**src/rtl/io_irq_timer.sv**
```systemverilog
// ============================================================================
//  Module   : io_irq_timer
//  Purpose  : Port-side interrupt/timer peripheral. Receives a command byte and
//             a data byte from CPU output ports. Merges three asynchronous
//             rising-edge interrupt sources and an internal down-counting timer
//             (source 3) into a masked, prioritised, level interrupt. Status
//             and vector bytes are returned on CPU input ports.
//  Ports    : clk      - system clock, rising edge
//             reset    - asynchronous, active-low reset
//             cmd      - {toggle strobe, opcode[2:0], arg[3:0]}
//             data     - TLOAD operand
//             irq_src  - external interrupt requests (async, rising edge)
//             inter    - registered interrupt to CPU
//             stat     - {ack_tog, inter, running, auto, pending[3:0]}
//             vec      - lowest pending&mask index (0..3) or 8'hFF
//  Revision : 1.0 - initial release
// ============================================================================
`default_nettype none

module io_irq_timer #(
    parameter int PRESCALE = 50,
    parameter int PRESC_W  = 6
) (
    input  logic       clk,
    input  logic       reset,
    input  logic [7:0] cmd,
    input  logic [7:0] data,
    input  logic [2:0] irq_src,
    output logic       inter,
    output logic [7:0] stat,
    output logic [7:0] vec
);

    localparam logic [2:0] c_op_mask  = 3'd1;
    localparam logic [2:0] c_op_ack   = 3'd2;
    localparam logic [2:0] c_op_tload = 3'd3;
    localparam logic [2:0] c_op_tstop = 3'd4;

    localparam logic [PRESC_W-1:0] c_presc_last = PRESC_W'(PRESCALE - 1);

    // ------------------------------------------------------------------
    // State
    // ------------------------------------------------------------------
    logic [2:0]         r_sync1;
    logic [2:0]         r_sync2;
    logic [2:0]         r_sync3;
    logic               r_tog;
    logic [3:0]         r_mask;
    logic [3:0]         r_pend;
    logic               r_run;
    logic               r_auto;
    logic [7:0]         r_count;
    logic [7:0]         r_reload;
    logic [PRESC_W-1:0] r_presc;
    logic               r_inter;
    logic [7:0]         r_vec;
    logic [6:0]         r_stat_lo;

    // ------------------------------------------------------------------
    // Combinational decode
    // ------------------------------------------------------------------
    logic       w_exec;
    logic [2:0] w_op;
    logic [3:0] w_arg;
    logic [2:0] w_rise;
    logic       w_tick;
    logic       w_expire;
    logic [3:0] w_ack;
    logic [3:0] w_set;
    logic [3:0] w_pend_nxt;
    logic [3:0] w_active;
    logic [7:0] w_vec_nxt;

    // A command runs only on the edge where the strobe differs from the
    // last acknowledged toggle, so a held cmd byte executes once.
    assign w_exec   = cmd[7] ^ r_tog;
    assign w_op     = cmd[6:4];
    assign w_arg    = cmd[3:0];

    // Third flop holds the previous synchronised level for edge detection.
    assign w_rise   = r_sync2 & ~r_sync3;

    assign w_tick   = r_run && (r_presc == c_presc_last);
    assign w_expire = w_tick && (r_count == 8'd1);

    assign w_ack    = (w_exec && (w_op == c_op_ack)) ? w_arg : 4'h0;
    assign w_set    = {w_expire, w_rise};

    // Set wins over a same-cycle acknowledge.
    assign w_pend_nxt = (r_pend & ~w_ack) | w_set;

    assign w_active = r_pend & r_mask;

    // Bit 0 has highest priority: test from bit 3 down so the lowest wins.
    always_comb begin
        w_vec_nxt = 8'hFF;
        if (w_active[3]) w_vec_nxt = 8'd3;
        if (w_active[2]) w_vec_nxt = 8'd2;
        if (w_active[1]) w_vec_nxt = 8'd1;
        if (w_active[0]) w_vec_nxt = 8'd0;
    end

    // ------------------------------------------------------------------
    // Input synchronisers
    // ------------------------------------------------------------------
    always_ff @(posedge clk or negedge reset) begin
        if (!reset) begin
            r_sync1 <= 3'b000;
            r_sync2 <= 3'b000;
            r_sync3 <= 3'b000;
        end else begin
            r_sync1 <= irq_src;
            r_sync2 <= r_sync1;
            r_sync3 <= r_sync2;
        end
    end

    // ------------------------------------------------------------------
    // Command handshake, mask and pending
    // ------------------------------------------------------------------
    always_ff @(posedge clk or negedge reset) begin
        if (!reset) begin
            r_tog  <= 1'b0;
            r_mask <= 4'h0;
            r_pend <= 4'h0;
        end else begin
            r_tog  <= cmd[7];
            r_pend <= w_pend_nxt;
            if (w_exec && (w_op == c_op_mask)) begin
                r_mask <= w_arg;
            end
        end
    end

    // ------------------------------------------------------------------
    // Timer. Commands are evaluated after the tick logic so that TLOAD and
    // TSTOP override a same-cycle expiry for count/running; the expiry
    // itself still reaches pending[3] through w_set.
    // ------------------------------------------------------------------
    always_ff @(posedge clk or negedge reset) begin
        if (!reset) begin
            r_run    <= 1'b0;
            r_auto   <= 1'b0;
            r_count  <= 8'd0;
            r_reload <= 8'd0;
            r_presc  <= '0;
        end else begin
            if (r_run) begin
                if (w_tick) begin
                    r_presc <= '0;
                    if (r_count == 8'd1) begin
                        if (r_auto) begin
                            r_count <= r_reload;
                        end else begin
                            r_count <= 8'd0;
                            r_run   <= 1'b0;
                        end
                    end else if (r_count > 8'd1) begin
                        r_count <= r_count - 8'd1;
                    end
                end else begin
                    r_presc <= r_presc + 1'b1;
                end
            end

            if (w_exec) begin
                case (w_op)
                    c_op_tload: begin
                        r_reload <= data;
                        r_count  <= data;
                        r_presc  <= '0;
                        r_auto   <= w_arg[0];
                        r_run    <= (data != 8'd0);
                    end
                    c_op_tstop: begin
                        r_run <= 1'b0;
                    end
                    default: begin
                    end
                endcase
            end
        end
    end

    // ------------------------------------------------------------------
    // Registered CPU-facing outputs, one cycle behind pending/mask/timer.
    // ------------------------------------------------------------------
    always_ff @(posedge clk or negedge reset) begin
        if (!reset) begin
            r_inter   <= 1'b0;
            r_vec     <= 8'hFF;
            r_stat_lo <= 7'h00;
        end else begin
            r_inter   <= |w_active;
            r_vec     <= w_vec_nxt;
            r_stat_lo <= {|w_active, r_run, r_auto, r_pend};
        end
    end

    assign inter = r_inter;
    assign vec   = r_vec;
    assign stat  = {r_tog, r_stat_lo};

endmodule

`default_nettype wire

```
**config.mk**
```make
export PLATFORM = sky130hd
export DESIGN_NAME = io_irq_timer
export DESIGN_NICKNAME = d
export VERILOG_FILES = /design/src/rtl/io_irq_timer.sv
export SDC_FILE = /design/constraint.sdc
export NUM_CORES = 1
export LEC_CHECK = 0
export ABC_AREA = 1
export CAP_MARGIN = 10
export CORE_ASPECT_RATIO = 1.25
export CORE_MARGIN = 2
export CORE_UTILIZATION = 39
export CTS_CLUSTER_DIAMETER = 120
export CTS_CLUSTER_SIZE = 10
export DETAILED_ROUTE_END_ITERATION = 8
export GPL_TIMING_DRIVEN = 0
export SLEW_MARGIN = 20
export SYNTH_ARGS = -nofsm -noshare
export SYNTH_HDL_FRONTEND = slang
export SYNTH_SLANG_ARGS = --single-unit
```
**constraint.sdc**
```tcl
create_clock -name clk -period 2.9 [get_ports clk]
set_clock_uncertainty 0.2 [all_clocks]
set_input_delay 0.58 -clock clk [delete_from_list [all_inputs] [get_ports clk]]
set_output_delay 0.58 -clock clk [all_outputs]
set_load 0.02 [all_outputs]
```
==> results of run 1 <==
routing by layer:
layer / GRT usage [%] / part of all wire (%)
met1: 20.6 / 47
met3: 3.48 / 2.7
met2: 26.0 / 49
met4: 5.36 / 1.3
met5: 0 / 0
sequential cells by signal (all words and copies together), names as in the netlist, 3 cells and up:
name / cells
vec: 3
r_presc: 6
r_pend: 4
r_mask: 4
r_sync2: 3
r_reload: 8
r_sync1: 3
r_stat_lo: 6
r_sync3: 3
r_count: 8
through the flow:
stage / instance area (um^2) / setup slack, ps / setup TNS [ps] / total power, mW
after floorplan: 2440 / 1320 / 0 / 1.51
after global placement: 2920 / -523 / -25520 / 1.77
after detailed placement: 2920 / 688 / 0 / 1.78
after CTS: 3010 / 523 / 0 / 2.20
after global routing: 3010 / 467 / 0 / 2.33
final: 3010 / 543 / 0 / 2.17
cell families after synthesis:
family	Yosys count	synth area share, %
AOI/OAI and AO/OA	32	7.48
xor gates and xnor gates	7	2.82
adders and majority gates	4	2.05
DFF	52	53.4
and+or+nand+nor	139	25.4
buffers and inverters	46	8.81
worst min-delay path by stage:
stage,from,endpoint,depth (start not counted)
after floorplan,reset,inter,0
after global placement,r_sync1[2],r_sync2[2],0
after detailed placement,r_sync1[0],r_sync2[0],0
after CTS,reset,r_count[5],1
after global routing,reset,r_stat_lo[0],1
final,reset,r_sync1[2],1
cells in the mapped netlist:
library cell   n
nor2_1        19
nand3_1       15
buf_2          1
nor2_4         2
xor2_2         1
o21ai_1        1
inv_4          1
a21oi_1        8
ha_1           4
dfrtp_1       49
nor3_1         6
o211ai_1       2
a32oi_1        1
xor2_1         6
inv_1         34
a31oi_1        1
nand2_1       80
a22o_1         1
nand2_2        5
o21ai_0       15
buf_4          7
o21ai_2        1
dfstp_2        3
inv_2          1
a21boi_0       1
nand3_2        1
nand4_1        5
o31ai_1        1
clkinv_4       1
nor2_2         5
buf_6          1
nand3_4        1
power breakdown:
group          switching [mW]  internal [mW]  leakage [nW]
clock                   0.240          0.172        0.0414
sequential              0.122          0.887         0.616
combinational           0.408          0.338         0.806
total                   0.770           1.40          1.46
worst reg2reg max path, stage by stage (launching register included):
cell and delay [ps]:
dfrtp_1 390, inv_1 110, ha_1 280, nand2_1 180
nor2_1 80, nor2_2 240, nand2_1 100, o211ai_1 90
nand2_1 70, nand2_1 50
layout make-up:
| cell class | instances | area share (%) |
|---|---|---|
| Buffer | 9 | 2.29 |
| Clock inverter | 2 | 0.541 |
| Inverter | 37 | 4.87 |
| Clock buffer | 6 | 2.41 |
| Tap cell | 85 | 3.54 |
| Multi-Input combinational cell | 182 | 30.7 |
| Sequential cell | 52 | 43.4 |
| Timing Repair Buffer | 37 | 12.2 |
==> impl_metrics.prom, run 1 <==
# TYPE chip_impl_metric gauge
chip_impl_metric{name="holdBufCountCts",unit=""} 0
chip_impl_metric{name="globalRoute.totalOverflow",unit=""} 0
chip_impl_metric{name="initial_utilization",unit="%"} 39.9
chip_impl_metric{name="static_leakage_power",unit="nW"} 1.46
chip_impl_metric{name="layout.filler_cells",unit=""} 612
chip_impl_metric{name="timing.fmax",unit="MHz"} 424
chip_impl_metric{name="postSynthCellCount",unit=""} 280
chip_impl_info{name="crit_chain",value="buf_4 -> clkdlybuf4s50_1"} 1
chip_impl_metric{name="cts.clk_slew.worst_paths",unit="ps"} 100
chip_impl_metric{name="antenna_found_initial",unit=""} 0
chip_impl_metric{name="antenna_cells",unit=""} 0
chip_impl_metric{name="detailedRoute.firstIterationViolations",unit=""} 145
chip_impl_metric{name="vdd_ir_drop_max",unit="V"} 0.000408
chip_impl_info{name="critPathCaptureType",value="output pin"} 1
chip_impl_metric{name="floorplan.rows",unit=""} 32
chip_impl_metric{name="dpl.cell_count",unit=""} 402
chip_impl_metric{name="grt_pass1_wl",unit="um"} 8310
chip_impl_metric{name="cts.sinks",unit=""} 52
chip_impl_metric{name="final_antenna_net_count",unit=""} 0
chip_impl_metric{name="sum_of_routed_wire_length_over_all_layers",unit="um"} 4870
chip_impl_info{name="cts_tree",value="done"} 1
chip_impl_metric{name="period_needed",unit="ps"} 2360
chip_impl_metric{name="synthDominantCellAreaShare",unit="%"} 50.2
chip_impl_info{name="most-common-layout-cells",value="80 x nand2_1, 49 x dfrtp_1, 36 x clkdlybuf4s50_1"} 1
chip_impl_metric{name="cp_data_required_time",unit="ps"} 2120
chip_impl_metric{name="cts_buffer_depth",unit=""} 2
chip_impl_metric{name="synth.net_count",unit=""} 305
chip_impl_metric{name="detailed_place_hpwl",unit="um"} 3610
chip_impl_metric{name="layout.core_utilization",unit="%"} 49.1
chip_impl_info{name="synth_top_cells_by_area",value="dfrtp_1 50%, nand2_1 12%, inv_1 5.2%, dfstp_2 3.2%, nand3_1 3.1%"} 1
chip_impl_info{name="worst_hold_path_type",value="input pin to async pin"} 1
chip_impl_metric{name="cp_num_cells",unit=""} 2
chip_impl_metric{name="critPathBufInv",unit=""} 2
chip_impl_info{name="regToRegEndpoint",value="r_count[3]"} 1
chip_impl_metric{name="synth_warnings",unit=""} 0
chip_impl_metric{name="die_area",unit="mm^2"} 0.00692
chip_impl_metric{name="setup-violations-final",unit=""} 0
chip_impl_metric{name="worst_pin_slew",unit="ps"} 636
chip_impl_info{name="path_delay_family",value="buffers and inverters"} 1
chip_impl_metric{name="synth.cell_area",unit="mm^2"} 0.00244
chip_impl_metric{name="detail_route.wl_per_cell",unit="um"} 11.9
chip_impl_info{name="run_status",value="complete, no violations"} 1
chip_impl_metric{name="avgSynthCellArea",unit="um^2"} 8.72
chip_impl_metric{name="endpoint_arrival_time_on_the_critical_path",unit="ps"} 1580
chip_impl_metric{name="nNetsFinal",unit=""} 349
chip_impl_info{name="crit_path_top_delay_cell",value="clkdlybuf4s50_1"} 1
chip_impl_metric{name="sequential_cell_area_fraction_in_the_yosys_report",unit="%"} 53.4
chip_impl_metric{name="vias_per_cell",unit=""} 4.60
chip_impl_metric{name="globalRouteTotalUtil",unit="%"} 15.9
chip_impl_info{name="worst_setup_path_endpoint",value="vec[4]"} 1
chip_impl_metric{name="finalNonFillerCells",unit=""} 410
chip_impl_metric{name="place.gp.congestion",unit=""} 0.849
chip_impl_info{name="clockRootBuffer",value="clkbuf_8"} 1
chip_impl_metric{name="syn2layout_area_growth",unit="%"} 23.1
chip_impl_metric{name="fp.coreArea",unit="mm^2"} 0.00613
chip_impl_metric{name="grt_pass1_vias",unit=""} 1794
chip_impl_info{name="rr_startpoint",value="r_count[0]"} 1
chip_impl_metric{name="maxCapViolCount",unit=""} 0
chip_impl_metric{name="crit_path_max_fanout",unit=""} 6
chip_impl_metric{name="skew_pair_late_insertion_delay",unit="ps"} 300
chip_impl_metric{name="post-cts-setup-buffer-count",unit=""} 0
chip_impl_metric{name="cts-htree-levels",unit=""} 2
chip_impl_metric{name="dieHeight",unit="um"} 92.5
chip_impl_metric{name="cp_slowest_stage_delay",unit="ps"} 590
chip_impl_info{name="final_common_cell",value="nand2_1"} 1
chip_impl_info{name="critical_path.startpoint",value="vec[6]"} 1
chip_impl_metric{name="timing.final.hold_violations",unit=""} 0
chip_impl_info{name="cp_class",value="register to output pin"} 1
chip_impl_metric{name="dieWidth",unit="um"} 74.8
chip_impl_metric{name="multi_input_area",unit="um^2"} 922
chip_impl_info{name="critical_path.startpoint_type",value="register"} 1
chip_impl_metric{name="post_cts.resized_instances",unit=""} 0
chip_impl_metric{name="slack_of_the_worst_reg_to_reg_path",unit="ps"} 1070
chip_impl_metric{name="routed-via-count",unit=""} 1884
chip_impl_metric{name="synth_cell_type_count",unit=""} 32
chip_impl_metric{name="fin_hold_ws",unit="ps"} 100
chip_impl_metric{name="grt_max_degree",unit=""} 53
chip_impl_metric{name="max_slew_headroom_at_the_worst_pin",unit="%"} 57.6
chip_impl_metric{name="worst_case_reg_to_reg_path_depth",unit=""} 9
chip_impl_metric{name="max_slew_violation_total_from_the_final_report",unit=""} 0
chip_impl_metric{name="drive_gt1_share",unit="%"} 12.0
chip_impl_metric{name="numCtsBuffers",unit=""} 5
chip_impl_metric{name="p_per_area",unit="mW/mm^2"} 721
chip_impl_metric{name="drt_drc_violations_left",unit=""} 0
chip_impl_metric{name="area.sequential",unit="mm^2"} 0.00131
chip_impl_metric{name="numPortBuffers",unit=""} 37
chip_impl_info{name="grt_setup_unrepaired",value="no"} 1
chip_impl_info{name="synth_top_area_cell",value="dfrtp_1"} 1
chip_impl_metric{name="ys_seq_elements",unit=""} 52
chip_impl_metric{name="detailedRoute.firstPassIterationCount",unit=""} 5
chip_impl_metric{name="io_pins",unit=""} 38
chip_impl_metric{name="post-route-period-util",unit="%"} 81.3
(Power assumes the default switching activity.)
==> inputs of run 2 (changes only) <==
==> constraint.sdc (replaced) <==
create_clock -name clk -period 2.1 [get_ports clk]
set_clock_uncertainty 0.2 [all_clocks]
set_input_delay 0.42 -clock clk [delete_from_list [all_inputs] [get_ports clk]]
set_output_delay 0.42 -clock clk [all_outputs]
set_load 0.02 [all_outputs]
==> run 2 against run 1 <==
  * Worst setup slack got worse by 480 ps
  * Clock-buffer cell count unchanged
  * Critical path depth down 1
  * Global-route usage about the same
  * Register-to-register slack worse by 810 ps
  * Utilization about the same
  * Final cell count up 0.24%
  * Wire length is essentially flat
  * Via count is 0.21% higher
  * Flip-flop and latch count stayed put
  * Critical path type unchanged
  * Highest routed layer unchanged
  * Design area about the same
==> impl_metrics.prom, run 2 (same netlist as run 1, synthesis figures left out) <==
# TYPE chip_impl_metric gauge
chip_impl_metric{name="dieWidth",unit="um"} 74.8
chip_impl_metric{name="max_slew_violation_total_from_the_final_report",unit=""} 0
chip_impl_metric{name="timing.final.hold_violations",unit=""} 0
chip_impl_metric{name="p_switching",unit="mW"} 1.06
chip_impl_metric{name="vias_per_cell",unit=""} 4.59
chip_impl_metric{name="postLayoutSetupSlackWorst",unit="ps"} 58.7
chip_impl_metric{name="worst_case_reg_to_reg_path_depth",unit=""} 9
chip_impl_metric{name="area_after_detailed_placement",unit="mm^2"} 0.00292
chip_impl_metric{name="syn2layout_area_growth",unit="%"} 23.2
chip_impl_metric{name="endpoint_arrival_time_on_the_critical_path",unit="ps"} 1420
chip_impl_metric{name="detail_route.wl_per_cell",unit="um"} 11.8
chip_impl_metric{name="cp_slowest_stage_delay",unit="ps"} 590
chip_impl_metric{name="cts.sinks",unit=""} 52
chip_impl_metric{name="detailedRoute.firstIterationViolations",unit=""} 149
chip_impl_metric{name="p_per_area",unit="mW/mm^2"} 986
chip_impl_metric{name="period_needed",unit="ps"} 2040
chip_impl_metric{name="final_area",unit="mm^2"} 0.00301
chip_impl_metric{name="finalNonFillerCells",unit=""} 411
chip_impl_info{name="critical_path.startpoint_type",value="register"} 1
chip_impl_metric{name="dieHeight",unit="um"} 92.5
chip_impl_metric{name="maxCapViolCount",unit=""} 0
chip_impl_metric{name="worst_pin_slew",unit="ps"} 635
chip_impl_info{name="worst_hold_path_type",value="register to register"} 1
chip_impl_metric{name="max_slew_headroom_at_the_worst_pin",unit="%"} 57.7
chip_impl_metric{name="drive_gt1_share",unit="%"} 12.0
chip_impl_metric{name="cp_num_cells",unit=""} 1
chip_impl_metric{name="grt_pass1_vias",unit=""} 1799
chip_impl_info{name="grt_setup_unrepaired",value="no"} 1
chip_impl_metric{name="cts_buffer_depth",unit=""} 2
chip_impl_metric{name="clock_network_fraction_of_design_power",unit="%"} 19.3
chip_impl_metric{name="cp_data_required_time",unit="ps"} 1480
chip_impl_metric{name="cts.clk_slew.worst_paths",unit="ps"} 100
chip_impl_info{name="critPathCaptureType",value="output pin"} 1
chip_impl_metric{name="post-cts-setup-buffer-count",unit=""} 0
chip_impl_metric{name="place.gp.congestion",unit=""} 0.849
chip_impl_metric{name="io_pins",unit=""} 38
chip_impl_metric{name="dpl.cell_count",unit=""} 402
chip_impl_metric{name="floorplan.rows",unit=""} 32
chip_impl_info{name="crit_chain",value="clkdlybuf4s50_1"} 1
chip_impl_info{name="crit_path_top_delay_cell",value="clkdlybuf4s50_1"} 1
chip_impl_metric{name="initial_utilization",unit="%"} 39.9
chip_impl_metric{name="skew_pair_late_insertion_delay",unit="ps"} 300
chip_impl_metric{name="fin_total_pwr",unit="mW"} 2.97
chip_impl_metric{name="globalRoute.totalOverflow",unit=""} 0
chip_impl_metric{name="die_area",unit="mm^2"} 0.00692
chip_impl_metric{name="antenna_cells",unit=""} 0
chip_impl_metric{name="cts-htree-levels",unit=""} 2
chip_impl_metric{name="timing.fmax",unit="MHz"} 490
chip_impl_info{name="reg_top3",value="r_count x8, r_reload x8"} 1
chip_impl_metric{name="power_report.internal_total",unit="mW"} 1.90
chip_impl_metric{name="final.setup.tns",unit="ps"} 0
chip_impl_metric{name="post-route-period-util",unit="%"} 97.2
chip_impl_metric{name="fin_hold_ws",unit="ps"} 154
chip_impl_metric{name="p_comb_share",unit="%"} 33.7
chip_impl_metric{name="drt_drc_violations_left",unit=""} 0
chip_impl_metric{name="hold_path_depth",unit=""} 0
chip_impl_metric{name="grt_pass1_wl",unit="um"} 8320
chip_impl_metric{name="pre_cts_slack",unit="ps"} 48.1
chip_impl_metric{name="critPathBufInv",unit=""} 1
chip_impl_metric{name="layout.core_utilization",unit="%"} 49.1
chip_impl_metric{name="final_antenna_net_count",unit=""} 0
chip_impl_metric{name="crit_path_max_fanout",unit=""} 1
chip_impl_metric{name="static_leakage_power",unit="nW"} 1.48
chip_impl_metric{name="p_sw_share",unit="%"} 35.9
chip_impl_metric{name="globalRouteTotalUtil",unit="%"} 15.9
chip_impl_info{name="most-common-layout-cells",value="80 x nand2_1, 49 x dfrtp_1, 34 x inv_1"} 1
chip_impl_metric{name="pwr-share-seq",unit="%"} 47.0
chip_impl_info{name="cts_tree",value="done"} 1
chip_impl_info{name="path_delay_family",value="buffers and inverters"} 1
chip_impl_metric{name="numCtsBuffers",unit=""} 5
chip_impl_metric{name="nNetsFinal",unit=""} 350
chip_impl_metric{name="numPortBuffers",unit=""} 37
chip_impl_metric{name="fp.coreArea",unit="mm^2"} 0.00613
chip_impl_info{name="clockRootBuffer",value="clkbuf_8"} 1
chip_impl_metric{name="setup-violations-final",unit=""} 0
chip_impl_metric{name="routed-via-count",unit=""} 1888
chip_impl_info{name="final_common_cell",value="nand2_1"} 1
chip_impl_metric{name="grt_max_degree",unit=""} 53
chip_impl_metric{name="detailed_place_hpwl",unit="um"} 3610
chip_impl_info{name="cp_class",value="register to output pin"} 1
chip_impl_metric{name="detailedRoute.firstPassIterationCount",unit=""} 4
chip_impl_metric{name="vdd_ir_drop_max",unit="V"} 0.000565
chip_impl_info{name="run_status",value="complete, no violations"} 1
chip_impl_metric{name="antenna_found_initial",unit=""} 0
chip_impl_metric{name="sum_of_routed_wire_length_over_all_layers",unit="um"} 4870
## run 2: changes by cell type in the layout (fill, tap and decap cells not counted)
| cell | delta |
|---|---|
| clkdlybuf4s50_1 | -6 |
| dlygate4sd2_1 | +6 |
| dlygate4sd3_1 | +1 |
## run 2: layer usage
| metal | up-vias | part of all wire (%) | track usage (%) |
|---|---|---|---|
| li1 | 967 | - | - |
| met1 | 880 | 46 | 20.7 |
| met2 | 35 | 49 | 26.0 |
| met3 | 6 | 3.3 | 3.48 |
| met4 | 0 | 1.7 | 5.36 |
| met5 | - | 0 | 0 |
## run 2: repair_timing
action / CTS / global route
hold endpoints to repair: 49 / 0
hold buffers: 1 / 0
endpoints found under the setup margin: 6 / 0
resized for setup: 6 / 0
## run 2: path summary, 6_finish.rpt
kind | start | end | slack, ps
max in group asynchronous | reset | r_pend[0] | 800
hold reg to reg | r_sync1[2] | r_sync2[2] | 150
setup / recovery | vec[1] | vec[1] | 60
hold / removal | r_sync1[2] | r_sync2[2] | 150
setup reg to reg | r_count[0] | r_count[3] | 260
min in group asynchronous | reset | r_sync1[2] | 480
## run 2: final cells by class
type | count | area, um^2
Sequential cell | 52 | 1310
Inverter | 37 | 146
Clock buffer | 6 | 72.6
Clock inverter | 2 | 16.3
Fill cell | 614 | 3120
Tap cell | 85 | 106
Buffer | 9 | 68.8
Multi-Input combinational cell | 182 | 922
Timing Repair Buffer | 38 | 370
## run 2: power by group through the flow
stage	Combinational [mW]	Clock, mW	Sequential (mW)
3_5_place_dp	1.04	0	1.42
4_1_cts	1.02	0.592	1.40
5_1_grt	1.13	0.633	1.42
3_3_place_gp	1.03	0	1.41
2_1_floorplan	0.649	0	1.43
6_report	1.00	0.571	1.39
==> edit, RTL diff (settings of run 2) <==
The parameter `PRESC_W` goes from 6 to 3.
--- a/src/rtl/io_irq_timer.sv
+++ b/src/rtl/io_irq_timer.sv
@@ -21,3 +21,3 @@
     parameter int PRESCALE = 50,
-    parameter int PRESC_W  = 6
+    parameter int PRESC_W  = 3
 ) (
Check against the original RTL: not equivalent (Yosys sat finds a counterexample within 10 cycles, from zero or initial values and one cycle with reset low).
==> edit against run 2 <==
- die area shrank 4.7%
- synthesized area decreased by 4.9%
- power increased by 11%
- wire length down 6.7%
- non-clock buffer count increased by 4
- worst hold slack improved by 0.0017 ns
- critical path depth stayed put
- sequential cell count fell by 3
- worst setup slack got worse by 0.012 ns
- combinational power is 25% higher
- clock power up 23%
- cell area down 3.3%
- highest routed layer unchanged
==> edit: results <==
INSERT INTO impl_metrics (metric_group, metric, value, unit) VALUES
('status', 'outcome', 'completed', ''),
('logic_synthesis', 'synth_top_cells_by_area', 'sky130_fd_sc_hd__dfrtp_1 (50%), sky130_fd_sc_hd__nand2_1 (13%), sky130_fd_sc_hd__inv_1 (4.5%), sky130_fd_sc_hd__nand3_1 (3.7%), sky130_fd_sc_hd__o21ai_0 (3.4%)', ''),
('logic_synthesis', 'synth_compound_area_share', '7.06', '%'),
('power', 'peakVddDrop', '0.481', 'mV'),
('logic_synthesis', 'synthTopCellsByCount', 'sky130_fd_sc_hd__nand2_1 (80), sky130_fd_sc_hd__dfrtp_1 (46), sky130_fd_sc_hd__inv_1 (28)', ''),
('global_route', 'gr_util_all_layers', '15.6', '%'),
('global_route', 'grt_first_pass_wirelength', '8030', 'microns'),
('logic_synthesis', 'synthesis.nets', '285', ''),
('global_route', 'grt_max_degree', '33', ''),
('worst_setup_path', 'ff2ff_path_depth', '11', ''),
('finish', 'layout_top_registers', 'r_count: 8 flops, r_reload: 8 flops, r_stat_lo: 6 flops', ''),
('power', 'static-leakage-power', '1.49', 'nW'),
('logic_synthesis', 'sequential_element_share_of_the_synthesized_area', '53.0', '%'),
('placement', 'hpwl', '3370', 'microns'),
('finish', 'share_of_layout_cells_above_drive_strength_1', '15.3', '%'),
('placement', 'gpl.final_weighted_congestion', '0.853', ''),
('detailed_routing', 'route.detailed.wl_per_inst', '12.2', 'microns'),
('worst_setup_path', 'worst-r2r-setup-slack', '0.33', 'ns'),
('finish', 'fillCellCount', '548', ''),
('worst_setup_path', 'critPathLaunch', 'vec[0]', '');
edit: changes by cell type in the layout (fill, tap and decap cells not counted), moves of 4 or more:
cell / change
sky130_fd_sc_hd__a21oi_1: -6
sky130_fd_sc_hd__inv_1: -6
sky130_fd_sc_hd__nand4_1: -5
sky130_fd_sc_hd__inv_2: +4
sky130_fd_sc_hd__nor2_1: -4
sky130_fd_sc_hd__nor3_1: -4
sky130_fd_sc_hd__xor2_1: -4
edit: kinds of logic after synthesis:
group | after synthesis
simple gates | 130
flops | 49
buf+inv | 45
compound gates | 27
xor+xnor | 4
fa+ha+maj | 4
mux | 1
edit: what timing repair did:
item	in CTS	in global routing
resized for setup	6	0
setup endpoints to repair	6	0
hold buffers	1	0
endpoints found under the hold margin	14	0
edit: how the worst min path moves through the flow:
stage	start	end	slack, ns	depth (start not counted)
2_1_floorplan	reset	inter	-0.08	0
3_3_place_gp	r_sync1[0]	r_sync2[0]	0.13	0
3_5_place_dp	r_sync1[0]	r_sync2[0]	0.14	0
4_1_cts	r_sync1[0]	r_sync2[0]	0.16	0
5_1_grt	r_sync1[1]	r_sync2[1]	0.18	0
6_report	r_sync1[0]	r_sync2[0]	0.16	0
edit: per-layer routing:
| layer | GRT usage [%] | part of all wire [%] |
|---|---|---|
| met5 | 0 | 0 |
| met3 | 3.35 | 4.9 |
| met2 | 24.7 | 47 |
| met1 | 20.2 | 45 |
| met4 | 6.94 | 2.7 |
edit: report_power, final:
group	internal, mW	switching, mW	leakage, nW
logic	0.548	0.698	0.859
registers	1.18	0.172	0.576
clock network	0.364	0.338	0.0591
total	2.09	1.21	1.49
edit: layout make-up:
class                   count  area [sq um]  area share, %
multi-input cells         166           875           30.1
well taps                  66          82.6           2.84
inverters                  33           124           4.26
clock inverters             3          47.5           1.63
repair buffers             39           388           13.3
clock buffers               5          68.8           2.37
plain buffers              12          93.8           3.23
flip-flops and latches     49          1230           42.3
edit: metrics by stage:
step | power, mW | hold slack [ns] | area [sq um] | instances | setup slack [ns]
2_1_floorplan | 2.26 | -0.0756 | 2320 | 260 | 0.549
4_1_cts | 3.33 | 0.159 | 2910 | 373 | 0.0374
3_3_place_gp | 2.63 | 0.132 | 2780 | 363 | -0.986
3_5_place_dp | 2.65 | 0.136 | 2790 | 364 | -0.0805
5_1_grt | 3.54 | 0.177 | 2910 | 373 | 0.00891
6_report | 3.30 | 0.156 | 2910 | 373 | 0.0466
